===== src/rtl/smol_load_store.sv =====
// smol_load_store
//   Core-side initiator for the smolCore word-addressed data memory. Takes
//   byte/half/word load/store requests over a valid/ready handshake, checks
//   alignment and range, then drives a single-port memory. Sub-word stores do a
//   read-modify-write. Sub-word loads are extracted and zero- or sign-extended.
//
// Ports
//   clk, rst         rising-edge clock, synchronous active-high reset
//   req_*            request channel (req_ready is high only in IDLE)
//   resp_*           one-cycle completion pulse with load data and error flags
//   mem_*            memory port; read data returns on mem_rdata one cycle later,
//                    writes commit at the edge where mem_write is high
module smol_load_store #(
    parameter int unsigned MEM_WORDS = 32,
    parameter logic [31:0] BASE_ADDR = 32'h0
) (
    input  logic        clk,
    input  logic        rst,
    input  logic        req_valid,
    output logic        req_ready,
    input  logic        req_write,
    input  logic [1:0]  req_size,
    input  logic        req_unsigned,
    input  logic [31:0] req_addr,
    input  logic [31:0] req_wdata,
    output logic        resp_valid,
    output logic [31:0] resp_rdata,
    output logic        resp_misaligned,
    output logic        resp_fault,
    output logic        mem_read,
    output logic        mem_write,
    output logic [31:0] mem_addr,
    output logic [31:0] mem_wdata,
    input  logic [31:0] mem_rdata
);

    localparam logic [31:0] MEM_BYTES = 32'(MEM_WORDS * 4);

    typedef enum logic [2:0] {
        S_IDLE,
        S_RD,
        S_RDW,
        S_WR,
        S_RESP,
        S_ERR
    } state_t;

    state_t      state;
    logic        wr_q;
    logic [1:0]  size_q;
    logic [1:0]  lane_q;
    logic        uns_q;
    logic [15:0] wdata_q;
    logic        mem_read_q;
    logic        mem_write_q;

    // Request checks, evaluated on the live request fields at accept
    logic [31:0] offset;
    logic        misaligned;
    logic        fault;

    always_comb begin
        offset     = req_addr - BASE_ADDR;
        misaligned = (req_size == 2'b11)
                   || ((req_size == 2'b01) && req_addr[0])
                   || ((req_size == 2'b10) && (req_addr[1:0] != 2'b00));
        fault      = (offset >= MEM_BYTES);
    end

    // Load lane extraction and sub-word store merge, both from mem_rdata in RDW
    logic [31:0] shifted;
    logic [31:0] load_val;
    logic [31:0] merged;

    always_comb begin
        shifted = mem_rdata >> {lane_q, 3'b000};
        case (size_q)
            2'b00:   load_val = uns_q ? {24'h0, shifted[7:0]}
                                      : {{24{shifted[7]}}, shifted[7:0]};
            2'b01:   load_val = uns_q ? {16'h0, shifted[15:0]}
                                      : {{16{shifted[15]}}, shifted[15:0]};
            default: load_val = shifted;
        endcase

        merged = mem_rdata;
        if (size_q == 2'b00)
            merged[{lane_q, 3'b000} +: 8] = wdata_q[7:0];
        else
            merged[{lane_q[1], 4'b0000} +: 16] = wdata_q;
    end

    always_ff @(posedge clk) begin
        if (rst) begin
            state           <= S_IDLE;
            req_ready       <= 1'b1;
            resp_valid      <= 1'b0;
            resp_rdata      <= '0;
            resp_misaligned <= 1'b0;
            resp_fault      <= 1'b0;
            mem_read_q      <= 1'b0;
            mem_write_q     <= 1'b0;
            mem_addr        <= '0;
            mem_wdata       <= '0;
            wr_q            <= 1'b0;
            size_q          <= '0;
            lane_q          <= '0;
            uns_q           <= 1'b0;
            wdata_q         <= '0;
        end else begin
            case (state)
                S_IDLE: begin
                    if (req_valid && req_ready) begin
                        wr_q       <= req_write;
                        size_q     <= req_size;
                        lane_q     <= req_addr[1:0];
                        uns_q      <= req_unsigned;
                        wdata_q    <= req_wdata[15:0];
                        mem_addr   <= {req_addr[31:2], 2'b00};
                        resp_rdata <= '0;
                        req_ready  <= 1'b0;
                        if (misaligned) begin
                            resp_valid      <= 1'b1;
                            resp_misaligned <= 1'b1;
                            state           <= S_ERR;
                        end else if (fault) begin
                            resp_valid <= 1'b1;
                            resp_fault <= 1'b1;
                            state      <= S_ERR;
                        end else if (req_write && (req_size == 2'b10)) begin
                            mem_write_q <= 1'b1;
                            mem_wdata   <= req_wdata;
                            state       <= S_WR;
                        end else begin
                            mem_read_q <= 1'b1;
                            state      <= S_RD;
                        end
                    end
                end
                S_RD: begin
                    mem_read_q <= 1'b0;
                    state      <= S_RDW;
                end
                S_RDW: begin
                    if (wr_q) begin
                        mem_wdata   <= merged;
                        mem_write_q <= 1'b1;
                        state       <= S_WR;
                    end else begin
                        resp_rdata <= load_val;
                        resp_valid <= 1'b1;
                        state      <= S_RESP;
                    end
                end
                S_WR: begin
                    mem_write_q <= 1'b0;
                    resp_valid  <= 1'b1;
                    state       <= S_RESP;
                end
                S_RESP, S_ERR: begin
                    resp_valid      <= 1'b0;
                    resp_misaligned <= 1'b0;
                    resp_fault      <= 1'b0;
                    resp_rdata      <= '0;
                    req_ready       <= 1'b1;
                    state           <= S_IDLE;
                end
                default: begin
                    state     <= S_IDLE;
                    req_ready <= 1'b1;
                end
            endcase
        end
    end

    // Strobes are masked by rst so an access pending in RD/WR never reaches
    // the memory on a reset edge.
    assign mem_read  = mem_read_q & ~rst;
    assign mem_write = mem_write_q & ~rst;

endmodule

===== config.mk =====
export PLATFORM = sky130hd
export DESIGN_NAME = smol_load_store
export DESIGN_NICKNAME = d
export VERILOG_FILES = /design/src/rtl/smol_load_store.sv
export SDC_FILE = /design/constraint.sdc
export NUM_CORES = 1
export LEC_CHECK = 0
export CAP_MARGIN = 0
export CORE_ASPECT_RATIO = 1.4
export CORE_MARGIN = 2
export CORE_UTILIZATION = 51
export CTS_CLUSTER_SIZE = 14
export DETAILED_ROUTE_END_ITERATION = 10
export PLACE_DENSITY = 0.92
export SLEW_MARGIN = 5
export SYNTH_ARGS = -nofsm -noshare
export SYNTH_HDL_FRONTEND = slang
export SYNTH_SLANG_ARGS = --single-unit

===== constraint.sdc =====
create_clock -name clk -period 7.6 [get_ports clk]
set_input_delay 2.28 -clock clk [delete_from_list [all_inputs] [get_ports clk]]
set_output_delay 2.28 -clock clk [all_outputs]
set_load 0.01 [all_outputs]

== Yosys cells after proc, flatten, opt, wreduce, memory -nomap -nowiden ==
Cells that the tools add are included.

* Flip-flop bits (word level): 125
* Input port bits: 103
* Output and inout port bits: 102
* Logic and storage cells: 117

* $add $sub $neg: 2
* Magnitude comparators: 1
* Equal/unequal tests: 19
* Shifts and indexed selects: 5
* Multiplexer cells: 45
* Bitwise logic cells: 4
* Reductions and logical operators: 26

{| class="wikitable"
|+ Operators with widths
! operator !! number
|-
| 32-bit two-way mux || 10
|-
| 32-bit case mux with 2 select lines || 2
|-
| 32-bit case mux with 3 select lines || 1
|-
| 32-bit bitwise mux || 2
|-
| 32-bit by 8-bit greater-or-equal comparator with 1-bit output (second input constant) || 1
|-
| 16-bit by 7-bit variable shift with 32-bit output (first input constant) || 1
|-
| 8-bit by 7-bit variable shift with 32-bit output (first input constant) || 1
|-
| 16-bit by 7-bit variable part select with 32-bit output || 1
|-
| 8-bit by 7-bit variable part select with 32-bit output || 1
|-
| 32-bit by 5-bit >> shifter with 32-bit output || 1
|-
| 1-bit two-way mux || 18
|-
| 2-bit inequality test (second input constant) || 9
|-
| 5-bit negation with 7-bit output || 2
|-
| 3-bit two-way mux || 4
|-
| 3-bit case mux with 4 select lines || 1
|-
| 6-bit AND reduction || 2
|-
| 1-bit case mux with 2 select lines || 4
|-
| 4-bit AND reduction || 2
|-
| 2-bit nonzero test || 4
|-
| 3-bit by 2-bit == test with 1-bit output (second input constant) || 2
|-
| 3-bit == test (second input constant) || 2
|-
| 3-bit AND reduction || 2
|-
| 3-bit nonzero test || 2
|-
| 5-bit AND reduction || 1
|-
| 17 further kinds || 26
|}

== Logic depth before layout (Yosys ltp) ==
* Word-level depth: 7
* Mapped depth: 11
* Depth with buffers taken out: 7

== Worst setup path after synthesis ==
No wires, ideal clock.

* Path type: input -> output
* Start: input rst
* End: output mem_read
* Data arrival time: 2.917 ns
* Data required time: 5.320 ns
* Slack: 2.403 ns
* Cell stages on the path: 3
* Buffers on the path: 2
* Cell sequence: clkbuf_1 -> clkbuf_1 -> nor2b_1

* Cells in the longest elaborated chain, start to end: 2

{| class="wikitable"
|+ Ends and longest elaborated chain
! what !! line !! source
|-
| start: declaration || 18 || <nowiki>input logic rst,</nowiki>
|-
| 1-bit inverter || 177 || <nowiki>assign mem_read = mem_read_q & ~rst;</nowiki>
|-
| 1-bit AND || 177 ||
|-
| end: declaration || 30 || <nowiki>output logic mem_read,</nowiki>
|}

No other way between the ends.

== Worst setup path in the final report ==
Same ends and word-level chain as after synthesis.

==> results.md <==
- Endpoint required time on the critical path: roughly 5.3 ns
- Final period demand of the worst path: between 5 and 6 ns
- Slew Limit Fails: 0
- Cell types with the largest area share after synthesis: sky130_fd_sc_hd__dfxtp_1 (37%), sky130_fd_sc_hd__nand2_1 (8.8%), sky130_fd_sc_hd__mux2i_1 (7.1%), sky130_fd_sc_hd__a21oi_1 (6.9%), sky130_fd_sc_hd__mux2_4 (6.7%)
- Commonest cells in the synthesized netlist: sky130_fd_sc_hd__nand2_1 (158), sky130_fd_sc_hd__dfxtp_1 (125), sky130_fd_sc_hd__a21oi_1 (93), sky130_fd_sc_hd__mux2i_1 (48), sky130_fd_sc_hd__a211o_1 (42)
- Critical-path cell list: buf_4 -> nor2b_1 -> clkdlybuf4s50_1
- Routed WL per cell: 18.6 um
- Average size of a mapped cell: 8.65 sq um
- Max_slew headroom: between 20% and 30%
- Post-DR vias/cell: between 5 and 6
- Final worst slack: ~2.0 ns
- Share of the synthesized area in the top cell type: 37.0%
- Count of pins on the block boundary: a little over 200
- Library cell with the largest summed area after synthesis: sky130_fd_sc_hd__dfxtp_1
- Cell area reported after detailed placement: between 8000 and 9000 sq um
- Count of buffers inserted at the top-level ports: between 200 and 250
- Async SR Flop Fraction: 0%
- Total die area: approximately 14,000 sq um
- Outcome: complete, no violations
- Maximum number of pins on one net before global-route repair: 95
- Class of the tightest hold or removal check: flip-flop to flip-flop
- Total power divided by cell area: around 230 nW/um^2
- Setup repair after global routing missed its margin: false
- Pleak: approximately 3.6 nW
- Max-cap viol count: 0
- Clock insertion delay at the later pin of the skew report: 0.42 ns
- Max stage delay cell, worst path: sky130_fd_sc_hd__clkdlybuf4s50_1
- Antenna viol nets, final: 0
- CP Data Arrival Time: 3.31 ns
- First-pass iteration count of the detailed router: 5
- Largest stage delay on the critical path: about 0.56 ns
- Effective utilization at floorplan: 52.3%
- Clock tree skew after final layout: about 0.0080 ns
- Drt first-iter violations: about 480
- Fmax: 179 MHz
- Post-route cell area: about 9300 sq um
- Sequential area share after synthesis: ~37%
- Startpoint class of the critical path: input pin
- Count of cell types in the netlist: 47
- Number of cells upsized or downsized after cts: 0
- Number of endpoints with negative hold slack in the final report: 0
- Classification of the worst setup path: input pin to primary output
- Instance count of the mapped netlist: about 780
- Root buffer selected by CTS: sky130_fd_sc_hd__clkbuf_16
- Diode count: 0
- Max Fanout on Critical Path: between 40 and 50
- Dominant register cell in the synthesized netlist: sky130_fd_sc_hd__dfxtp_1
- TritonCTS sink count: 125
- Number of vias after detailed routing: 6,703
- DIE WIDTH: between 100 and 150 um
- Global-route wire length before repair: roughly 33 mm
- Footprint of the multi-input gates: ~3900 sq um
- Post-synthesis instance area: 6770 sq um
- Final worst path period share: about three quarters
- Worst hold slack: approximately 0.45 ns
- TritonCTS buffer count: 17
- Post-DP HPWL: approximately 15 mm
- Number of post-CTS setup repair buffers: 0
- Peak supply drop: 0.205 mV
- Vias in the first global route: 6,468
- Final setup vio count: 0
- Number of buffers on the longest clock path: 2
- Cell type group with the largest total delay on the critical path: buffers and inverters
- Filler Cells Inserted: approximately 940
- Endpoint type of the worst setup path: primary output
- Gpl congestion: between 0.9 and 1
- Setup Slack @ Placement: approximately 2 ns
- Standard-cell rows: just under 50
- EDFF count, synth: 0
- Final Total Pwr: around 2.1 mW
- Quantity of hold-fixing buffers added after cts: 0
- Remaining global-route overflow: 0
- Final-layout setup total negative slack: 0 ns
- CTS tree: yes
- Most numerous cell in the Yosys netlist: sky130_fd_sc_hd__nand2_1
- Detailed Route WL: ~21 mm
- Residual DRC count: 0
- Core area: approximately 13,000 sq um
- Total routing usage reported by global routing: between 20% and 30%
- Total number of yosys warnings: 0
- Share of layout cells above drive strength 1: under 10%
- Worst Tran Pin Value: between 1 and 1.5 ns
- # nets final: roughly 1,100
- Die Span Y: 140 um
- Worst-path clk slew: about 0.05 ns
- FF/Latch Area: ~2500 sq um
- Initial antenna violation count: 0
- Yosys reg bits: around 130
- Depth of the CTS H-tree: 4
- Buf+Inv Stages, Crit Path: 2
- Growth of design area from synthesis to finish: 37.9%
-- kinds of logic after synthesis --
logic type / share of synthesized area [%]
flops: 37.0
other cells: 0.0554
fa+ha+maj: 0.924
compound gates: 22.5
simple gates: 18.1
buf+inv: 5.71
mux: 15.8
-- metal layers --
| metal | up-vias | global-route usage (%) | share of wire, % |
|---|---|---|---|
| met2 | 357 | 49.3 | 49 |
| met1 | 3139 | 34.3 | 38 |
| met5 | - | 0 | 0 |
| li1 | 3134 | - | - |
| met3 | 73 | 7.78 | 8.3 |
| met4 | 0 | 13.7 | 4.7 |
-- worst paths after layout --
check                                to  cells past startpoint  slack (ns)                 startpoint
max                            mem_read                      3        2.01                        rst
min           mem_addr[22]$_SDFFE_PP0P_                      2        0.45  mem_addr[22]$_SDFFE_PP0P_
max reg2reg  mem_wdata[19]$_SDFFE_PP0P_                      8        4.65     lane_q[1]$_SDFFE_PP0P_
min reg2reg   mem_addr[22]$_SDFFE_PP0P_                      2        0.45  mem_addr[22]$_SDFFE_PP0P_
-- report_power, final --
part,internal [mW],switching (mW)
Sequential,0.705,0.0481
Clock,0.548,0.289
Combinational,0.236,0.301
Total,1.49,0.638
-- worst reg2reg max path: stages, from the launching register on --
cell and delay, ns:
sky130_fd_sc_hd__dfxtp_2 0.33, sky130_fd_sc_hd__clkinv_1 0.45, sky130_fd_sc_hd__ha_1 0.56, sky130_fd_sc_hd__nor4bb_1 0.57, sky130_fd_sc_hd__buf_4 0.26, sky130_fd_sc_hd__a221oi_1 0.07
sky130_fd_sc_hd__a211o_1 0.36, sky130_fd_sc_hd__a21oi_1 0.14, sky130_fd_sc_hd__mux2_2 0.17
-- placed cells by master (no fill, tap or decap), types with 17 or more instances in the layout --
master / netlist / layout
sky130_fd_sc_hd__clkdlybuf4s50_1: 0 / 201
sky130_fd_sc_hd__nand2_1: 158 / 157
sky130_fd_sc_hd__dfxtp_1: 125 / 124
sky130_fd_sc_hd__a21oi_1: 93 / 93
sky130_fd_sc_hd__mux2i_1: 48 / 48
sky130_fd_sc_hd__a211o_1: 42 / 42
sky130_fd_sc_hd__nor2b_1: 37 / 37
sky130_fd_sc_hd__nor2_1: 37 / 37
sky130_fd_sc_hd__a221oi_1: 32 / 32
sky130_fd_sc_hd__mux2_4: 30 / 30
sky130_fd_sc_hd__a22oi_1: 18 / 18
sky130_fd_sc_hd__clkbuf_16: 0 / 17
-- stage by stage --
step | std cells | util, %
floorplan | 783 | -
global placement | 1102 | 67.5
detailed placement | 1102 | 67.5
CTS | 1133 | 72.1
global route | 1133 | 72.1
finish | 1133 | 72.1
-- sequential cells by signal, indices dropped and copies added, names as in the netlist --
signal,count
req_ready,1
mem_read_q,1
lane_q,2
resp_fault,1
mem_wdata,32
wdata_q,16
uns_q,1
resp_misaligned,1
resp_valid,1
state,3
size_q,2
mem_addr,30
wr_q,1
mem_write_q,1
resp_rdata,32
-- cell type report --
| class | instances | area share (%) |
|---|---|---|
| multi-input cells | 579 | 41.6 |
| repair buffers | 210 | 22.3 |
| inverters | 10 | 0.402 |
| clock buffers | 25 | 5.31 |
| well taps | 178 | 2.39 |
| clock inverters | 6 | 1.15 |
| flip-flops and latches | 125 | 26.8 |
No activity file was read; power rests on OpenSTA's default activity.
